[src/rtl/fifo_drain_arb_pkg.sv]
// Shared types for the lookahead-FIFO drain arbiter.
package fifo_drain_arb_pkg;

  typedef enum logic {
    RUN   = 1'b0,
    FLUSH = 1'b1
  } fifo_drain_state_t;

  // Round-robin successor of idx among n requesters.
  function automatic int unsigned rr_next(input int unsigned idx, input int unsigned n);
    return (idx + 1 >= n) ? 0 : idx + 1;
  endfunction

endpackage

[src/rtl/fifo_drain_arb_if.sv]
// Request/grant bundle between the arbiter core and its round-robin picker.
interface fifo_drain_arb_if #(
  parameter int num_req_p = 4
);
  localparam int IDX_W = $clog2(num_req_p);

  logic [num_req_p-1:0] req;
  logic [IDX_W-1:0]     ptr;
  logic [num_req_p-1:0] gnt;
  logic [IDX_W-1:0]     idx;

  modport master (output req, output ptr, input gnt, input idx);
  modport slave  (input req, input ptr, output gnt, output idx);
endinterface

[src/rtl/fifo_drain_arb_rr_pick.sv]
// Round-robin picker: first set req bit at or after ptr, wrapping; one-hot grant plus index.
module rr_pick #(
  parameter int num_req_p = 4
) (
  fifo_drain_arb_if.slave pick
);
  localparam int IDX_W = $clog2(num_req_p);

  always_comb begin
    int  k;
    logic found;
    k        = 0;
    found    = 1'b0;
    pick.gnt = '0;
    pick.idx = '0;
    for (int i = 0; i < num_req_p; i++) begin
      k = int'(pick.ptr) + i;
      if (k >= num_req_p) k = k - num_req_p;
      if (!found && pick.req[k]) begin
        found       = 1'b1;
        pick.gnt[k] = 1'b1;
        pick.idx    = IDX_W'(k);
      end
    end
  end

endmodule

[src/rtl/fifo_drain_arb.sv]
// Drains num_req_p lookahead FIFOs round-robin into a credit-limited downstream buffer.
// Optional issued-entry counter built only with FIFO_DRAIN_ARB_STATS_EN.
module fifo_drain_arb
  import fifo_drain_arb_pkg::*;
#(
  parameter int num_req_p    = 4,
  parameter int data_width_p = 32,
  parameter int credits_p    = 8
) (
  input  logic                              clk_i,
  input  logic                              reset_i,
  input  logic [num_req_p-1:0]              empty_i,
  input  logic [num_req_p*data_width_p-1:0] rd_data_i,
  output logic [num_req_p-1:0]              rd_o,
  input  logic                              flush_i,
  input  logic                              credit_ret_i,
  output logic                              valid_o,
  output logic [data_width_p-1:0]           data_o,
  output logic [$clog2(num_req_p)-1:0]      src_o,
  output logic                              flush_busy_o,
  output logic [31:0]                       issue_cnt_o
);
  localparam int IDX_W = $clog2(num_req_p);
  localparam int CRD_W = $clog2(credits_p + 1);
  localparam logic [CRD_W-1:0] CRD_MAX = CRD_W'(credits_p);

  // Flow control: an entry may only be issued while a downstream credit is held;
  // valid_o is a one-cycle strobe with no back-pressure, credit_ret_i returns one slot.

  fifo_drain_state_t       state_q, state_d;
  logic [IDX_W-1:0]        rr_ptr_q, rr_ptr_d;
  logic [CRD_W-1:0]        credit_q, credit_d;
  logic                    valid_q, valid_d;
  logic [data_width_p-1:0] data_q, data_d;
  logic [IDX_W-1:0]        src_q, src_d;
  logic                    grant;
  logic                    ret_ok;

  fifo_drain_arb_if #(.num_req_p(num_req_p)) pick_if ();
  rr_pick #(.num_req_p(num_req_p)) u_rr_pick (.pick(pick_if));

  assign pick_if.req = ~empty_i;
  assign pick_if.ptr = rr_ptr_q;

  always_comb begin
    grant  = (state_q == RUN) && !flush_i && (credit_q != '0) && (|(~empty_i));
    ret_ok = credit_ret_i && (credit_q != CRD_MAX);

    rd_o = '0;
    if (!reset_i) begin
      if (state_q == FLUSH) rd_o = ~empty_i;
      else if (grant)       rd_o = pick_if.gnt;
    end

    state_d  = state_q;
    rr_ptr_d = rr_ptr_q;
    valid_d  = grant;
    data_d   = data_q;
    src_d    = src_q;
    credit_d = credit_q;

    case (state_q)
      RUN: begin
        if (flush_i) begin
          state_d  = FLUSH;
          rr_ptr_d = '0;
        end else if (grant) begin
          data_d   = rd_data_i[pick_if.idx*data_width_p +: data_width_p];
          src_d    = pick_if.idx;
          rr_ptr_d = IDX_W'(rr_next(32'(pick_if.idx), num_req_p));
        end
      end
      FLUSH: begin
        if (!flush_i && (&empty_i)) state_d = RUN;
      end
      default: state_d = RUN;
    endcase

    // A return that arrives with credits full is spurious and dropped.
    case ({grant, ret_ok})
      2'b10:   credit_d = credit_q - 1'b1;
      2'b01:   credit_d = credit_q + 1'b1;
      default: credit_d = credit_q;
    endcase
  end

  always_ff @(posedge clk_i or posedge reset_i) begin
    if (reset_i) begin
      state_q  <= RUN;
      rr_ptr_q <= '0;
      credit_q <= CRD_MAX;
      valid_q  <= 1'b0;
      data_q   <= '0;
      src_q    <= '0;
    end else begin
      state_q  <= state_d;
      rr_ptr_q <= rr_ptr_d;
      credit_q <= credit_d;
      valid_q  <= valid_d;
      data_q   <= data_d;
      src_q    <= src_d;
    end
  end

  assign valid_o      = valid_q;
  assign data_o       = data_q;
  assign src_o        = src_q;
  assign flush_busy_o = (state_q == FLUSH);

`ifdef FIFO_DRAIN_ARB_STATS_EN
  logic [31:0] issue_cnt_q, issue_cnt_d;

  assign issue_cnt_d = issue_cnt_q + 32'(grant);

  always_ff @(posedge clk_i or posedge reset_i) begin
    if (reset_i) issue_cnt_q <= '0;
    else         issue_cnt_q <= issue_cnt_d;
  end

  assign issue_cnt_o = issue_cnt_q;
`else
  assign issue_cnt_o = '0;
`endif

endmodule
[config.mk]
export PLATFORM = sky130hd
export DESIGN_NAME = fifo_drain_arb
export DESIGN_NICKNAME = d
export VERILOG_FILES = /design/src/rtl/fifo_drain_arb_pkg.sv /design/src/rtl/fifo_drain_arb_if.sv /design/src/rtl/fifo_drain_arb_rr_pick.sv /design/src/rtl/fifo_drain_arb.sv
export SDC_FILE = /design/constraint.sdc
export NUM_CORES = 1
export LEC_CHECK = 0
export CORE_ASPECT_RATIO = 0.9
export CORE_UTILIZATION = 31
export CTS_CLUSTER_DIAMETER = 200
export CTS_CLUSTER_SIZE = 10
export DETAILED_ROUTE_END_ITERATION = 8
export GPL_TIMING_DRIVEN = 0
export PLACE_DENSITY = 0.71
export RECOVER_POWER = 25
export REMOVE_ABC_BUFFERS = 1
export SLEW_MARGIN = 30
export SYNTH_ARGS = -nofsm -noshare
export SYNTH_HDL_FRONTEND = slang
export SYNTH_HIERARCHICAL = 1
export SYNTH_SLANG_ARGS = --single-unit
[constraint.sdc]
create_clock -name clk_i -period 4.5 [get_ports clk_i]
set_input_delay 1.35 -clock clk_i [delete_from_list [all_inputs] [get_ports clk_i]]
set_output_delay 1.35 -clock clk_i [all_outputs]
set_load 0.01 [all_outputs]
==> results.toml <==
[outcome]
status = "completed"

[layout]
n_antenna_cell = 0
fillCellCount = 943
layout.cells.non_filler = 577
area.growth.synth_to_final_pct = 60.7
fin_area_um2 = 5550
nNetsFinal = 592
layout-drive-gt1-share_pct = 27.7
multi_input_area_um2 = 2160
seqCellArea_um2 = 1050

[drt]
ant_nets = 0
first_pass_iters = 4
routed_via_density = 4.98
drt_iter0_markers = 85
wirelength_um = 9750
drc = 0
vias = 2872
routedWlPerCell_um = 16.9

[place]
place_congestion = 0.810
place_inst = 553
portBuffers = 175
place_area_um2 = 5290
post-dp-hpwl_um = 7560

[global_route]
grt_overflow = 0
antenna_found_initial = 0
track_usage_pct = 16.4
grt_start_max_net_pins = 41
grt_pass1_vias = 2912
grt_pass1_wl_um = 14700

[power]
powerDensity_nw_per_um2 = 647
seqPwrFrac_pct = 20.1
switching_share_pct = 35.5
combPwrFrac_pct = 68.5
p_leak_nw = 2.27
power.switching_mw = 1.27
p_int_mw = 2.32
vdd_ir_drop_max_uv = 296
power_frac_clock_pct = 11.4

[worst_setup_path]
setup.worst_path.start = "empty_i[0]"
critPathKind = "input pin to primary output"
required_ps = 3150
reg2reg_depth = 11
crit_path_max_fanout = 6
critPathArrivalTime_ps = 3090
r2r-end = "data_o[30]$_DFFE_PP0P_"
worst_r2r_startpoint = "pick_if.ptr[1]$_DFFE_PP0P_"
cp-endpoint = "rd_o[2]"
crit_path_start_kind = "input pin"
rrSetupSlack_ps = 820
end_kind = "primary output"

[logic_synthesis]
synth_top_area_share_pct = 29.7
avgSynthCellArea_um2 = 13.6
synth_seq_cells = 42
ys_types = 50
yosysWarnings = 6
yosys-top-cells-area = "dfrtp_1, mux4_2, mux2_4"
syn_inst = 254
synth_ff_type = "dfrtp_1"
ys_seq_area_share_pct = 30.5
netlist_area_um2 = 3450
synth_top_area_cell = "dfrtp_1"
synth_edf_count = 0
ys_async_sr_fraction_pct = 100

[timing]
setup_viol = 0
max-slew-margin-rel_pct = 17.8
worst_slew_pin_slew_ps = 1230
fin_skew_ps = 4.18
min_period_ps = 4440
max_freq_mhz = 225
period_share_pct = 98.7
maxSlewViolCount = 0
hold_viol_final = 0

[floorplan]
die_width_um = 113
start_util_pct = 31.9
die_y_um = 102
rows = 36
dieArea_um2 = 11600
core-area_um2 = 10800
ios = 208

[cts]
cts_tree = "built"
htreeDepth = 2
cts_max_path_buffers = 2
insertion_delay_ps = 280
cts-root-buf = "clkbuf_16"
clkTransAtPathRegs_ps = 60
numClockSinks = 42
cts_inserted_buffers = 5

[hold_path]
hold_path.class = "register to register"

[run]
maxCapViolations = 0
-- sequential cells by signal, indices dropped and copies added (netlist names) --
name and count:
src_o 2, flush_busy_o 1, credit_q 4, valid_o 1, data_o 32, pick_if.ptr 2
-- synth_stat cells, types with 2 or more instances --
cell / number
inv_1: 7
buf_6: 5
and3_1: 5
xnor2_1: 2
buf_2: 5
buf_4: 32
ha_1: 12
o21ai_1: 6
nand3b_1: 3
a21o_1: 2
nor3_1: 2
nor2_1: 4
nand2b_1: 2
clkbuf_1: 5
mux4_2: 35
a22oi_1: 8
o21ai_0: 2
a31o_2: 4
nand2_1: 2
mux2_4: 33
mux2i_1: 3
or3_1: 3
a221o_1: 2
dfrtp_1: 41
a21oi_1: 3
mux2_2: 2
-- stage by stage --
step | util [%] | power (mW) | hold WS [ps] | setup WS [ps] | TNS [ps]
after global routing | 51.3 | 3.83 | 527 | -2.40 | -2.40
after global placement | 47.6 | 2.91 | 492 | -5470 | -195660
final | 51.3 | 3.59 | 511 | 60.4 | 0
after floorplan | - | 2.26 | 504 | -3020 | -105020
after detailed placement | 48.9 | 3.14 | 495 | -690 | -2750
after CTS | 51.2 | 3.62 | 513 | 48.3 | 0
-- critical path, stage by stage --
cell and delay [ps]:
dlygate4sd2_1 230, inv_2 70, mux4_2 490, nand2b_4 180, nor3_4 260, a22oi_1 120
o21ai_1 110, a31o_2 180, buf_6 100
-- kinds of logic after synthesis --
kind of cell             synth area share [%]
multiplexers                             39.5
buffers and inverters                    11.0
AO/OA/AOI/OAI                            7.43
flip-flops                               30.5
adder cells (fa/ha/maj)                  4.93
AND/OR/NAND/NOR                          6.05
XOR/XNOR                                0.508
other                                   0.109
-- cell usage in the layout (no fill, tap or decap), types with 6 or more instances in the layout --
cell type        instances
clkdlybuf4s50_1        167
buf_4                   14
conb_1                  32
dfrtp_1                 40
a22oi_1                  8
ha_1                    12
o21ai_1                  6
mux4_2                  36
mux2_4                  33
buf_6                    8
-- worst min path at each step --
stage | slack (ps) | to | cells after the start | startpoint
4_1_cts | 510 | src_o[1]$_DFFE_PP0P_ | 1 | src_o[1]$_DFFE_PP0P_
6_report | 510 | src_o[1]$_DFFE_PP0P_ | 1 | src_o[1]$_DFFE_PP0P_
3_5_place_dp | 490 | src_o[0]$_DFFE_PP0P_ | 1 | src_o[0]$_DFFE_PP0P_
2_1_floorplan | 500 | credit_q[2]$_DFFE_PP0P_ | 2 | credit_q[2]$_DFFE_PP0P_
3_3_place_gp | 490 | src_o[1]$_DFFE_PP0P_ | 1 | src_o[1]$_DFFE_PP0P_
5_1_grt | 530 | data_o[30]$_DFFE_PP0P_ | 1 | data_o[30]$_DFFE_PP0P_
-- power groups by stage --
stage	clock, mW	sequential (mW)	combinational, mW
finish	0.410	0.720	2.46
global placement	0	0.712	2.19
detailed placement	0	0.717	2.42
CTS	0.426	0.721	2.48
global route	0.444	0.751	2.64
floorplan	0	0.761	1.50
-- routing by layer --
layer	vias to the layer above	global-route usage, %	part of all wire [%]
li1	1293	-	-
met1	1426	19.5	40
met2	142	30.0	52
met3	11	4.27	7.2
met4	0	3.95	1.1
met5	-	0	0
-- repair_timing --
item | in CTS | in global routing
endpoints found under the setup margin | 4 | 4
buffers inserted | 12 | 5
pin swaps | 2 | 1
hold buffers | 0 | 0
gates resized for setup | 29 | 4
-- layout make-up --
| class | instances | area share (%) |
|---|---|---|
| multi-input cells | 186 | 38.9 |
| repair buffers | 198 | 35.3 |
| flip-flops and latches | 42 | 19.0 |
| well taps | 133 | 3.00 |
| clock buffers | 7 | 2.39 |
| inverters | 10 | 0.790 |
| clock inverters | 1 | 0.541 |
Note: power is estimated with default switching activity, not from simulation.
